===== config.mk =====
export PLATFORM = sky130hd
export DESIGN_NAME = cpu_power_sequencer
export DESIGN_NICKNAME = d
export VERILOG_FILES = /design/src/rtl/cpu_power_sequencer.sv
export SDC_FILE = /design/constraint.sdc
export NUM_CORES = 1
export LEC_CHECK = 0
export CAP_MARGIN = 20
export CELL_PAD_IN_SITES_DETAIL_PLACEMENT = 1
export CELL_PAD_IN_SITES_GLOBAL_PLACEMENT = 2
export CORE_AREA = 5 5 78 80
export CTS_CLUSTER_DIAMETER = 60
export DETAILED_ROUTE_END_ITERATION = 6
export DIE_AREA = 0 0 83 85
export PLACE_DENSITY_LB_ADDON = 0.1
export SETUP_SLACK_MARGIN = 0.4
export SLEW_MARGIN = 5
export SYNTH_ARGS = -nofsm -noshare
export SYNTH_HDL_FRONTEND = slang
export SYNTH_SLANG_ARGS = --single-unit

===== constraint.sdc =====
create_clock -name clk -period 3.1 [get_ports clk]
set_input_delay 0.93 -clock clk [delete_from_list [all_inputs] [get_ports clk]]
set_output_delay 0.93 -clock clk [all_outputs]
set_load 0.01 [all_outputs]

===== src/rtl/cpu_power_sequencer.sv =====
// Per-CPU power-up / reset sequencer: ramps the supply, holds reset, then
// waits for the heartbeat, retrying the reset a bounded number of times.
module cpu_power_sequencer #(
    parameter int CNT_W     = 24,
    parameter int RAMP_CYC  = 50000,
    parameter int RST_CYC   = 10000,
    parameter int BOOT_CYC  = 5000000,
    parameter int MAX_RETRY = 3
) (
    input  logic       clk,
    input  logic       rst,
    input  logic       power_req,
    input  logic       reset_req,
    input  logic       alive,
    output logic       power_on,
    output logic       reset_pin_n,
    output logic       ready,
    output logic       busy,
    output logic       fault,
    output logic [2:0] state,
    output logic [1:0] retry_cnt
);

    typedef enum logic [2:0] {
        S_OFF   = 3'd0,
        S_RAMP  = 3'd1,
        S_HOLD  = 3'd2,
        S_BOOT  = 3'd3,
        S_RUN   = 3'd4,
        S_FAULT = 3'd5
    } state_t;

    localparam logic [CNT_W-1:0] RAMP_LAST = CNT_W'(RAMP_CYC - 1);
    localparam logic [CNT_W-1:0] HOLD_LAST = CNT_W'(RST_CYC - 1);
    localparam logic [CNT_W-1:0] BOOT_LAST = CNT_W'(BOOT_CYC - 1);
    localparam logic [1:0]       RETRY_MAX = 2'(MAX_RETRY);

    state_t           state_q, state_d;
    logic [CNT_W-1:0] cnt_q, cnt_d;
    logic [1:0]       retry_q, retry_d;
    logic             power_on_q, power_on_d;
    logic             reset_n_q, reset_n_d;
    logic             ready_q, ready_d;
    logic             busy_q, busy_d;
    logic             fault_q, fault_d;

    always_comb begin
        state_d = state_q;
        retry_d = retry_q;

        case (state_q)
            S_OFF:  if (power_req) state_d = S_RAMP;
            S_RAMP: if (cnt_q == RAMP_LAST) state_d = S_HOLD;
            S_HOLD: if (cnt_q == HOLD_LAST) state_d = S_BOOT;
            S_BOOT: begin
                // A heartbeat wins over everything; an explicit reset request
                // beats a coincident timeout so it does not consume a retry.
                if (alive) begin
                    state_d = S_RUN;
                    retry_d = '0;
                end else if (reset_req) begin
                    state_d = S_HOLD;
                end else if (cnt_q == BOOT_LAST) begin
                    if (retry_q < RETRY_MAX) begin
                        state_d = S_HOLD;
                        retry_d = retry_q + 2'd1;
                    end else begin
                        state_d = S_FAULT;
                    end
                end
            end
            S_RUN:  if (reset_req) state_d = S_HOLD;
            S_FAULT: begin
                if (reset_req) begin
                    state_d = S_HOLD;
                    retry_d = '0;
                end
            end
            default: begin
                state_d = S_OFF;
                retry_d = '0;
            end
        endcase

        if (!power_req && state_q != S_OFF) begin
            state_d = S_OFF;
            retry_d = '0;
        end

        cnt_d = '0;
        if (state_d == state_q && state_q inside {S_RAMP, S_HOLD, S_BOOT})
            cnt_d = cnt_q + CNT_W'(1);

        // Pins are decoded from the next state so they flip on the same edge.
        power_on_d = (state_d != S_OFF);
        reset_n_d  = state_d inside {S_BOOT, S_RUN, S_FAULT};
        ready_d    = (state_d == S_RUN);
        busy_d     = state_d inside {S_RAMP, S_HOLD, S_BOOT};
        fault_d    = (state_d == S_FAULT);
    end

    always_ff @(posedge clk) begin
        if (rst) begin
            state_q    <= S_OFF;
            cnt_q      <= '0;
            retry_q    <= '0;
            power_on_q <= 1'b0;
            reset_n_q  <= 1'b0;
            ready_q    <= 1'b0;
            busy_q     <= 1'b0;
            fault_q    <= 1'b0;
        end else begin
            state_q    <= state_d;
            cnt_q      <= cnt_d;
            retry_q    <= retry_d;
            power_on_q <= power_on_d;
            reset_n_q  <= reset_n_d;
            ready_q    <= ready_d;
            busy_q     <= busy_d;
            fault_q    <= fault_d;
        end
    end

    assign power_on    = power_on_q;
    assign reset_pin_n = reset_n_q;
    assign ready       = ready_q;
    assign busy        = busy_q;
    assign fault       = fault_q;
    assign state       = state_q;
    assign retry_cnt   = retry_q;

endmodule

# Word level (Yosys, flattened, before mapping)
# Cells that the tools add are included.
# W data, S select, Z words.
# totals
reg_bits	34
out_inout_bits	10
# classes
bitwise_logic	2
magnitude_cmp	1
n_mux	16
n_reduce_logical	14
n_eq_ne	18
add_sub_neg	2
# op_table
op	n
$mux W3	9
$add A24 B1 Y24 const B	1
$eq A24 B14 Y1 const B	1
$eq A24 B16 Y1 const B	1
$eq A24 B23 Y1 const B	1
$pmux W3 S5	1
$reduce_bool A3 Y1	5
$eq A3 B2 Y1 const B	4
$eq A3 B3 Y1 const B	4
$mux W2	5
$ne A3 B3 Y1 const B	3
$eq A3 B1 Y1 const B	2
$pmux W2 S3	1
$reduce_or A2 Y1	3
$reduce_and A5 Y1	1
$reduce_or A4 Y1	1
$eq A3 B3 Y1	1
$logic_not A3 Y1	1
$add A2 B1 Y2 const B	1
$logic_and A1 B1 Y1	2
$lt A2 B2 Y1 const B	1
$ne A2 B2 Y1 const B	1
$not A1 Y1	2
$logic_not A1 Y1	1

# Depth between registers and ports, before layout
# Gate-level depths: netlist of run 1.
# logic_depth
word_depth	11
mapped_depth	8
ltp_nobuf	7

# Worst setup path before layout of run 1
# OpenSTA, ideal clock, no wires.
# synth_timing
path_type	input to register
start	in reset_req
end	reg reset_n_q, in the netlist reset_pin_n
cell_stages	5
setup_ns	0.103
required_ns	2.997
slack_ns	0.595
n_path_buf	0
arrival_ns	2.402
cell_sequence	or4_1 -> or3_1 -> a21oi_1 -> nor2b_1 -> a2111oi_2
# synth_via
elab_chain_len	6
# synth_lines
element	line_no	source
from (decl)	13	input logic reset_req,
$mux W3	61	end else if (reset_req) begin
$mux W3	58	if (alive) begin
$pmux W3 S5 (*)	51	case (state_q)
$mux W3 (*)	85	if (!power_req && state_q != S_OFF) begin
$eq A3 B2 Y1 / $eq A3 B3 Y1 (equally long branches)	96	reset_n_d = state_d inside {S_BOOT, S_RUN, S_FAULT};
$reduce_bool A3 Y1 (*)	96	
to (signal assigned)	117	reset_n_q <= reset_n_d;
to (decl)	42	logic reset_n_q, reset_n_d;
# Every way passes the cells marked *; elsewhere a longest branch is shown, timed or not.
# A chain may end at the register's enable or synchronous reset.

# Final worst setup path of run 1
# layout_timing
start	reg state_q[0], in the netlist state[0]
end	reg cnt_q[15]
# layout_via
elab_chain_len	9
# layout_lines
element	line_no	source
from (decl)	38	state_t state_q, state_d;
from (signal assigned)	113	state_q <= state_d;
$mux W3	63	end else if (cnt_q == BOOT_LAST) begin
$mux W3	61	
$mux W3	58	
$pmux W3 S5	51	
$mux W3	85	
$eq A3 B3 Y1	91	if (state_d == state_q && state_q inside {S_RAMP, S_HOLD, S_BOOT})
$logic_and A1 B1 Y1 (*)	91	
$not A1 Y1 (no line) (*)	--	
$reduce_or A2 Y1 (no line) (*)	--	
to (signal assigned)	114	cnt_q <= cnt_d;
to (decl)	39	logic [CNT_W-1:0] cnt_q, cnt_d;
# Marked as above.

==> results of run 1 <==
-- flip-flops by register name, summed over array words and instances, names as in the netlist --
| register | cells |
|---|---|
| retry_cnt | 2 |
| state | 3 |
| fault | 1 |
| power_on | 1 |
| busy | 1 |
| reset_pin_n | 1 |
| ready | 1 |
| cnt_q | 24 |
-- cell families (layout without fill, tap and decap cells) --
group	count (synthesis)	count (layout)	synth area share [%]
buffers and inverters	11	47	3.05
adder cells (fa/ha/maj)	2	2	1.36
flip-flops	34	34	36.9
multiplexers	3	3	2.31
AND/OR/NAND/NOR	106	106	35.2
XOR/XNOR	22	22	10.5
AO/OA/AOI/OAI	19	19	10.7
-- per-stage QoR --
stage          utilization (%)  instance area, um^2  worst slack [ns]  power [mW]  hold WS [ns]
6_report                  45.6                 2430             0.483       0.848         0.455
4_1_cts                   42.3                 2260             0.401       0.845         0.462
2_1_floorplan                -                 1840             0.595       0.498         0.423
3_5_place_dp              39.7                 2120            0.0551       0.527         0.447
3_3_place_gp              39.7                 2120            0.0544       0.525         0.435
5_1_grt                   45.6                 2430             0.393       0.887         0.477
-- path summary, 6_finish.rpt --
kind / start / end / slack, ns / cells past startpoint
worst max-delay path: state[0] / cnt_q[15] / 0.48 / 8
worst min-delay path: cnt_q[0] / cnt_q[0] / 0.45 / 1
worst max register to register: state[0] / cnt_q[15] / 0.48 / 8
worst min register to register: cnt_q[0] / cnt_q[0] / 0.45 / 1
-- final cells by class --
type | instances | area, um^2
inverter | 4 | 15.0
fill | 643 | 2910
multi-input combinational | 152 | 1170
sequential | 34 | 686
tap | 72 | 90.1
clock buffer | 7 | 76.3
timing repair buffer | 36 | 397
-- cells in the final DEF, fill, tap and decap left out, types with 3 or more instances in the layout --
master and n:
and3_1 5, buf_4 16, clkbuf_8 5, clkdlybuf4s50_1 11, dfxtp_1 32, dlymetal6s2s_1 3, inv_1 4, nand2_1 12
nand3_1 8, nand4_1 7, nor2_1 14, nor2_2 21, nor2b_1 4, nor3_1 8, nor3b_1 3, or3_1 3
xnor2_1 9, xor2_1 13
-- synthesized netlist by cell type, types with 3 or more instances --
library cell,n,area [um^2]
nand2_1,12,45.0
nor3_1,8,40.0
nor2b_1,4,25.0
nor2_2,20,125
nor2_1,15,56.3
and3_1,5,31.3
nand4_1,7,43.8
inv_1,4,15.0
or3_1,4,25.0
xor2_1,13,114
xnor2_1,9,78.8
nand3_1,9,45.0
clkbuf_1,4,15.0
dfxtp_1,34,681
nor3b_1,3,22.5
-- per-layer routing --
layer / vias to the layer above / share of wire (%) / track usage (%)
met4: 0 / 2.1 / 6.69
met5: - / 0 / 0
met3: 10 / 2.8 / 2.91
li1: 779 / - / -
met2: 24 / 51 / 25.5
met1: 745 / 44 / 16.4
-- power breakdown --
group          internal [mW]  leakage, nW  switching (mW)
clock                  0.154       0.0383           0.151
sequential             0.442        0.276         0.00276
combinational         0.0538        0.548          0.0447
-- repair_timing --
item / 4_1_cts / 5_1_grt
hold endpoints to repair: 0 / 0
setup buffers: 2 / 7
pin swaps: 2 / 9
gates cloned: 1 / 2
gates resized for setup: 4 / 17
setup endpoints to repair: 24 / 25
hold buffers: 0 / 0
==> impl_metrics.ini, run 1 <==
[placement]
dpl.cell_count = 286
io_buffers = 14
hpwl_um = 3510
gp_congestion = 0.812

[route]
wl_per_cell_um = 16.6
drt_iter0_markers = 60
routed_wl_um = 5060
antenna_left = 0
via_count = 1558
vias_per_cell = 5.11
drc = 0
dr.pass1.iters = 4

[critical_path]
cp_data_required_time_ns = 3.32
crit_buf_inv = 2
crit_chain = or3b_4 -> or4b_4 -> o41ai_4 -> o32ai_4 -> mux2i_4 -> buf_12 -> buf_12 -> nor2_2
crit_arrival_ns = 2.84
path_class = register to register
crit_fanout = 5
cp_top_family = simple AND/OR/NAND/NOR gates
critPathSlowestCell = or4b_4
startpoint_type = register
cp_common_cell = buf_12
slowest_delay_ns = 0.52
cp-end-kind = register

[sta]
setup_tns_ns = 0
relSlewSlack_pct = 43.8
tightest_slew_ns = 0.835
slew_viol_final = 0
timing.fmax_ghz = 0.382
rsz0062_at_grt = false
fin_skew_ns = 0.00342
hold_violations = 0
setup_viol = 0
finalCriticalPeriod_ns = 2.62
period_share_pct = 84.4

[synthesis]
synth_seq_cells = 34
yosysSeqAreaShare_pct = 36.9
syn_nets = 204
netlist_area_mm2 = 0.00184
synthArstFlopShare_pct = 0
syn-instance-count = 197
synth_edf_count = 0
ys_warn_count = 0
ys.flop_type = dfxtp_1
synthDistinctLibCells = 49
syn_avg_cell_area_um2 = 9.36

[cts]
htree_levels = 2
cts_sinks = 34
clk_path_buf_depth = 2
clkTransAtPathRegs_ns = 0.07
clk-insertion-delay-late_ns = 0.28
cts_root_buf = clkbuf_8
cts_made_buffers = 5
cts_tree = done

[floorplanning]
die_area_mm2 = 0.00706
row_count = 27
die_w_um = 83
die-height_um = 85
core_area_mm2 = 0.00534
start_util_pct = 34.5
io-pin-count = 15

[grt]
grt_pass1_vias = 1650
grt_usage_pct = 14.3
grt_pass1_wl_um = 8170
gr-total-overflow = 0
grt_start_max_net_pins = 15
antenna_found_initial = 0

[outcome]
outcome = finished, final reports clean

[hold_path]
hp-class = register to register

[final_layout]
layout.cells.non_filler = 305
insertedDiodeCount = 0
nNetsFinal = 240
syn2layout_area_growth_pct = 32.0
drive_above_1_share_pct = 30.0

[pwr]
ir_drop_mv = 0.172
leakagePower_nw = 0.862
powerDensity_mw_per_mm2 = 349

[job]
maxCapViolCount = 0
Note: power is estimated with default switching activity, not from simulation.
==> inputs of run 2 (changes only) <==
- clock period: 3.1 -> 2.74 ns (I/O delays scaled with it)
==> run 2 against run 1 <==
  * Worst setup slack got worse by 0.27 ns
  * Sequential cell count did not move
  * Design area rose by 15%
  * Clock power rose by 12%
  * Critical endpoint is now ready
  * Via count rose by 9.0%
  * Global-route usage rose by 2.6 points
  * Wire length rose by 17%
  * Hold slack improved by 0.12 ns
  * Clock-buffer cell count fell by 2
  * First-iteration DRC count fell by 53%
  * Power rose by 17%
  * Critical path type unchanged
==> impl_metrics.ini, run 2 (synthesized netlist as in run 1, its figures left out) <==
[sta]
timing.fmax_ghz = 0.395
relSlewSlack_pct = 63.8
slew_viol_final = 0
tightest_slew_ns = 0.538
hold_violations = 0
finalCriticalPeriod_ns = 2.53
rsz0062_at_grt = true
setup_tns_ns = 0
fin_skew_ns = 0.00628
period_share_pct = 92.4
setup_viol = 0

[cts]
cts_sinks = 34
cts_made_buffers = 5
htree_levels = 2
clkTransAtPathRegs_ns = 0.07
cts_root_buf = clkbuf_8
clk_path_buf_depth = 2
clk-insertion-delay-late_ns = 0.28
cts_tree = done

[pwr]
switching_share_pct = 24.4
total_power_uw = 997
leakagePower_nw = 0.982
p_int_uw = 753
ir_drop_mv = 0.186
p_sw_uw = 244
powerDensity_mw_per_mm2 = 357
pwr-share-seq_pct = 50.3
pwr-share-comb_pct = 15.4
clkPwrFrac_pct = 34.4

[critical_path]
cp_common_cell = buf_6
crit_chain = or3b_4 -> or4b_4 -> o41ai_4 -> o32ai_4 -> buf_4 -> buf_6 -> buf_6 -> buf_6 -> and3_4
cp_data_required_time_ns = 2.92
slowest_delay_ns = 0.54
crit_arrival_ns = 2.71
crit_fanout = 3
cp_top_family = simple AND/OR/NAND/NOR gates
crit_buf_inv = 4
critPathSlowestCell = or4b_4
startpoint_type = register
path_class = register to register
cp-end-kind = register

[floorplanning]
io-pin-count = 15
die-height_um = 85
row_count = 27
die_area_mm2 = 0.00706
start_util_pct = 34.5
core_area_mm2 = 0.00534
die_w_um = 83

[grt]
gr-total-overflow = 0
grt_start_max_net_pins = 15
grt_pass1_wl_um = 9730
antenna_found_initial = 0
grt_pass1_vias = 1880
grt_usage_pct = 16.9

[final_layout]
final_cell_mix = buf_4, dfxtp_1, nor2_4
top_register = cnt_q
largest_reg_flops = 24
final_common_cell = buf_4
nFillCells = 621
layout.cells.non_filler = 331
insertedDiodeCount = 0
drive_above_1_share_pct = 46.7
syn2layout_area_growth_pct = 51.5
nNetsFinal = 266

[hold_path]
hp-class = register to register

[route]
drc = 0
via_count = 1698
antenna_left = 0
dr.pass1.iters = 4
wl_per_cell_um = 17.8
drt_iter0_markers = 28
routed_wl_um = 5900
vias_per_cell = 5.13

[placement]
hpwl_um = 3580
dpl.cell_count = 292
io_buffers = 14
gp_congestion = 0.778

[job]
maxCapViolCount = 0

[outcome]
outcome = finished, final reports clean
-- run 2: worst paths after layout --
| check | startpoint | endpoint | slack (ns) | cells after the start |
|---|---|---|---|---|
| worst max-delay path | state[0] | ready | 0.21 | 9 |
| worst min-delay path | retry_cnt[1] | retry_cnt[1] | 0.58 | 2 |
| worst max register to register | state[0] | ready | 0.21 | 9 |
| worst min register to register | retry_cnt[1] | retry_cnt[1] | 0.58 | 2 |
-- run 2: layout make-up --
cell class / count / area [um^2] / area share [%]
Clock inverter: 2 / 10.0 / 0.358
Inverter: 4 / 15.0 / 0.538
Timing Repair Buffer: 62 / 593 / 21.2
Clock buffer: 5 / 68.8 / 2.46
Sequential cell: 34 / 699 / 25.0
Tap cell: 72 / 90.1 / 3.23
Multi-Input combinational cell: 152 / 1320 / 47.1
-- run 2: repair_timing --
action,in CTS,in global routing
gates resized for setup,30,31
setup buffers,19,10
cloned,3,0
hold buffers,0,0
pin swaps,30,22
endpoints found under the setup margin,31,33
endpoints found under the hold margin,0,0
-- run 2: worst register-to-register path, delay by kind of cell (launching register included) --
kind            cells  cell delay (ns)
compound gates      2             0.49
simple gates        3             1.11
buf+inv             4             0.50
flops               1             0.32
-- run 2: per-stage QoR --
step                hold slack (ns)  utilization, %  worst slack [ns]  area [um^2]
floorplan                     0.419               -             0.395         1870
global placement              0.426            41.0            -0.109         2190
detailed placement            0.430            41.0            -0.177         2190
CTS                           0.540            49.1             0.213         2620
global route                  0.605            52.3             0.141         2790
finish                        0.578            52.3             0.209         2790
-- run 2: power groups by stage --
stage	Combinational (mW)	Clock, mW	Sequential, mW
6_report	0.153	0.342	0.501
3_5_place_dp	0.0934	0	0.513
5_1_grt	0.160	0.383	0.502
4_1_cts	0.134	0.355	0.502
3_3_place_gp	0.0912	0	0.513
2_1_floorplan	0.0475	0	0.516
-- run 2: per-layer routing --
| layer | part of all wire [%] | vias to the layer above | global-route usage [%] |
|---|---|---|---|
| met2 | 54 | 35 | 30.7 |
| li1 | - | 826 | - |
| met1 | 41 | 825 | 19.6 |
| met4 | 2.3 | 0 | 6.09 |
| met3 | 2.5 | 12 | 3.59 |
| met5 | 0 | - | 0 |
